<file path="src/rtl/mu0_sequencer.sv">
// mu0_sequencer: fetch/execute phase sequencer for the MU0 processor.
// Holds the instruction register, presents the opcode to the decoder,
// stalls on ramReady=0 and counts retired instructions (wraps at 2^16).
// Optional feature macro: MU0_HALT_RESUME_EN adds the resume input, which
// lets HALT return to FETCH without a reset.
//
// state | meaning
// FETCH | read instruction word from RAM, load IR
// EXEC1 | first execute cycle (STA finishes here)
// EXEC2 | second execute cycle (LDA/ADD/SUB)
// HALT  | stopped after STP; inputs ignored
module mu0_sequencer (
  input  logic        clk,
  input  logic        reset,
  input  logic [15:0] ramData,
  input  logic        ramReady,
  input  logic        extra,
`ifdef MU0_HALT_RESUME_EN
  input  logic        resume,
`endif
  output logic        fetch,
  output logic        exec1,
  output logic        exec2,
  output logic [3:0]  mux2r,
  output logic [11:0] irAddr,
  output logic        halted,
  output logic [15:0] retired
);

  typedef enum logic [1:0] {
    S_FETCH = 2'd0,
    S_EXEC1 = 2'd1,
    S_EXEC2 = 2'd2,
    S_HALT  = 2'd3
  } state_t;

  localparam logic [3:0] OP_STA = 4'd1;
  localparam logic [3:0] OP_STP = 4'd7;

  state_t      state, state_next;
  logic [15:0] ir;
  logic        load_ir;
  logic        inc_retired;

  // State, instruction register and retired counter; reset wins over everything.
  always_ff @(posedge clk) begin
    if (reset) begin
      state   <= S_FETCH;
      ir      <= 16'h0000;
      retired <= 16'h0000;
    end else begin
      state <= state_next;
      if (load_ir)     ir      <= ramData;
      if (inc_retired) retired <= retired + 16'd1;
    end
  end

  // Next-state decode; a low ramReady leaves every non-HALT state frozen.
  always_comb begin
    state_next  = state;
    load_ir     = 1'b0;
    inc_retired = 1'b0;
    case (state)
      S_FETCH: begin
        if (ramReady) begin
          load_ir = 1'b1;
          if (ramData[15:12] == OP_STP) begin
            state_next  = S_HALT;
            inc_retired = 1'b1;
          end else if (extra || (ramData[15:12] == OP_STA)) begin
            state_next = S_EXEC1;
          end else begin
            state_next  = S_FETCH;
            inc_retired = 1'b1;
          end
        end
      end
      S_EXEC1: begin
        if (ramReady) begin
          if (ir[15:12] == OP_STA) begin
            state_next  = S_FETCH;
            inc_retired = 1'b1;
          end else begin
            state_next = S_EXEC2;
          end
        end
      end
      S_EXEC2: begin
        if (ramReady) begin
          state_next  = S_FETCH;
          inc_retired = 1'b1;
        end
      end
      S_HALT: begin
`ifdef MU0_HALT_RESUME_EN
        if (resume) state_next = S_FETCH;
`else
        state_next = S_HALT;
`endif
      end
      default: state_next = S_FETCH;
    endcase
  end

  // Phase flags and decoder opcode; in FETCH the decoder sees the word still on the bus.
  always_comb begin
    fetch  = (state == S_FETCH);
    exec1  = (state == S_EXEC1);
    exec2  = (state == S_EXEC2);
    halted = (state == S_HALT);
    mux2r  = (state == S_FETCH) ? ramData[15:12] : ir[15:12];
    irAddr = ir[11:0];
  end

endmodule
</file>
<file path="config.mk">
export PLATFORM = sky130hd
export DESIGN_NAME = mu0_sequencer
export DESIGN_NICKNAME = d
export VERILOG_FILES = /design/src/rtl/mu0_sequencer.sv
export SDC_FILE = /design/constraint.sdc
export NUM_CORES = 1
export LEC_CHECK = 0
export ABC_AREA = 1
export BUFFER_PORTS_ARGS = -buffer_cell sky130_fd_sc_hd__buf_2
export CAP_MARGIN = 0
export CORE_MARGIN = 2
export CORE_UTILIZATION = 56
export DETAILED_ROUTE_END_ITERATION = 8
export PLACE_DENSITY = 0.85
export RECOVER_POWER = 50
export SLEW_MARGIN = 20
export SYNTH_ARGS = -nofsm -noshare
export SYNTH_HDL_FRONTEND = slang
export SYNTH_SLANG_ARGS = --single-unit
</file>
<file path="constraint.sdc">
create_clock -name clk -period 3.6 [get_ports clk]
set_input_delay 0.72 -clock clk [delete_from_list [all_inputs] [get_ports clk]]
set_output_delay 0.72 -clock clk [all_outputs]
set_load 0.02 [all_outputs]
</file>
==> results.tsv <==
stage	metric	value	unit
sta	slew_viol_final	0	
placed_design	io_buffers	55	
cts	postCtsHoldBufs	0	
run	cap_violations	0	
hold_path	min_from	ir[14]$_SDFFE_PP0P_	
die	die_area	4100	µm²
cts	clkLatencyLatePin	360	ps
yosys	synthTopCellsByCount	nand2_1, nor2_1, dfxtp_1	
route	wl_per_cell	11.5	µm
die	die_w	64.0	µm
route	drtIter0Drc	111	
yosys	synth_top_area_cell	dfxtp_1	
pwr	peakVddDrop	0.204	mV
cts	cts_tree	built	
hold_path	whs_path_depth	2	
yosys	synth_top_area_frac	0.338	
critical_path	path_max_fanout	20	
yosys	ys_ff_latch	34	
critical_path	cp-startpoint	state[0]$_SDFFE_PP0P_	
hold_path	worst_hold_path.endpoint	ir[14]$_SDFFE_PP0P_	
cells_and_area	layout-drive-gt1-share	0.238	
global_routing	antenna_found_initial	0	
cts	path_clk_slew	120	ps
yosys	avgSynthCellArea	7.28	µm²
yosys	ys_warn_count	0	
route	antenna_left	0	
yosys	synth_top_family_by_area	simple AND/OR/NAND/NOR gates	
yosys	syn_inst	277	
pwr	total_power	0.854	mW
die	core-area	3390	µm²
critical_path	crit_path_start_kind	flop	
critical_path	ff2ff_path_depth	6	
cts	numCtsBuffers	5	
die	boundaryPins	56	
yosys	muxShareOfSynthArea	0	
route	dr.pass1.iters	4	
die	rows	21	
hold_path	hold_path_class	reg -> reg	
cts	post_cts_buffers	0	
sta	clock.fmax	394	MHz
critical_path	reg2reg_from	state[0]$_SDFFE_PP0P_	
yosys	syn_area	2020	µm²
sta	rsz0062_at_grt	false	
yosys	synth_edf_count	0	
route	via_count	1830	
cells_and_area	stdcell_count	365	
global_routing	grt_pass1_vias	1618	
yosys	synthArstFlopShare	0	
global_routing	grt-ovfl-total	0	
sta	slew_headroom	0.542	
run_status	status	completed	
global_routing	grt_pass1_wl	7040	µm
pwr	power_leakage	1.03	nW
die	start_util	0.595	
yosys	synth_xor_area_frac	0.0379	
cts	cts_max_level	2	
cts	clockRootBuffer	clkbuf_4	
critical_path	end_kind	flop	
cells_and_area	nNetsFinal	339	
sta	period_minus_slack	2540	ps
critical_path	required	3830	ps
cts	cts_resized	0	
sta	tightest_slew	685	ps
critical_path	rr_endpoint	ir[15]$_SDFFE_PP0P_	
route	drt_wl_total	4180	µm
cts	clockBufferDepth	2	
global_routing	grt_use_total	0.217	
route	viasPerCell	5.01	
yosys	synth-compound-area-share	0.145	
critical_path	cp.arrival	2770	ps
yosys	syn_nets	298	
yosys	synth_ff_type	dfxtp_1	
route	drc	0	
yosys	synth-seq-area-share	0.338	
cts	cts.sinks	34	
placed_design	hpwl	2970	µm
yosys	synthAdderAreaFrac	0.00621	
cells_and_area	diodes	0	
sta	timing_hold_violations_final	0	
sta	period_share	0.705	
yosys	yosys-top-cells-area	dfxtp_1, nand2_1, nor2_1	
global_routing	grt_max_degree	21	
critical_path	critPathKind	reg -> reg	
yosys	yosysMostFrequentCell	nand2_1	
yosys	synthSimpleGateAreaFrac	0.350	
sta	tns	0	ps
yosys	synth_cell_types	29	
critical_path	ff2ff_setup_slack	1060	ps
die	die_h	64.0	µm
pwr	p_per_area	383	nW/µm²
placed_design	dp_cells	357	
cells_and_area	synthToLayoutAreaGrowth	10.6	%
sta	setup_viol	0	
placed_design	place_congestion	0.878	
sta	clock_skew	8.76	ps
-- sequential cells by signal, summed over array words and instances (netlist names) --
name	cells
retired	16
ir	16
state	2
-- kinds of logic after synthesis --
group / Yosys count
and+or+nand+nor: 142
DFF: 34
adders and majority gates: 1
xor gates and xnor gates: 7
buffers and inverters: 45
AOI/OAI and AO/OA: 48
-- layer usage --
layer	GRT usage	up-vias	wire [µm]
li1	-	951	-
met1	0.266	825	1870
met2	0.367	47	2010
met3	0.0493	7	230
met4	0.0870	0	74
met5	0	-	0
-- critical path, stage by stage, from the launching register on --
cell     delay [ps]
dfxtp_1         380
nor2_1          560
inv_1           140
nor2_1          550
inv_1           460
o21ai_0         260
a21oi_1          60
-- cells in the final DEF, fill, tap and decap left out, drive strengths merged --
cell type and count:
bufinv 1, o21ai 25, ha 1, nand2 75, buf 37, nor2 52
nand3 9, xnor2 2, inv 24, xor2 5, dfxtp 34, a21o 1
nand4 6, a21oi 22, clkbuf 23, clkinvlp 2
-- power breakdown --
part	internal, mW	switching [mW]	leakage, nW
Clock	0.146	0.146	0.0374
Combinational	0.0452	0.106	0.713
Sequential	0.397	0.0147	0.278
-- per-stage QoR --
| stage | hold slack [ps] | setup WS [ps] | area [µm²] | utilization |
|---|---|---|---|---|
| 4_1_cts | 485 | 1390 | 2270 | 0.670 |
| 2_1_floorplan | 439 | 1800 | 2020 | - |
| 3_5_place_dp | 466 | 1530 | 2190 | 0.646 |
| 6_report | 486 | 1060 | 2230 | 0.658 |
| 3_3_place_gp | 460 | 1540 | 2190 | 0.646 |
| 5_1_grt | 518 | 677 | 2230 | 0.658 |
-- area by class of cell --
type	instances	area, µm²
Inverter	24	90.1
Clock buffer	5	37.5
Sequential cell	34	681
Tap cell	46	57.6
Multi-Input combinational cell	198	1070
Timing Repair Buffer	55	253
Fill cell	320	1160
Clock inverter	3	45.0
-- worst max-delay path by stage --
| stage | cells past startpoint | to | slack (ps) |
|---|---|---|---|
| 2_1_floorplan | 3 | mux2r[0] | 1800 |
| 3_3_place_gp | 6 | ir[14]$_SDFFE_PP0P_ | 1540 |
| 3_5_place_dp | 6 | ir[14]$_SDFFE_PP0P_ | 1530 |
| 4_1_cts | 4 | mux2r[3] | 1390 |
| 5_1_grt | 6 | ir[13]$_SDFFE_PP0P_ | 680 |
| 6_report | 6 | ir[15]$_SDFFE_PP0P_ | 1060 |
(Power assumes the default switching activity.)
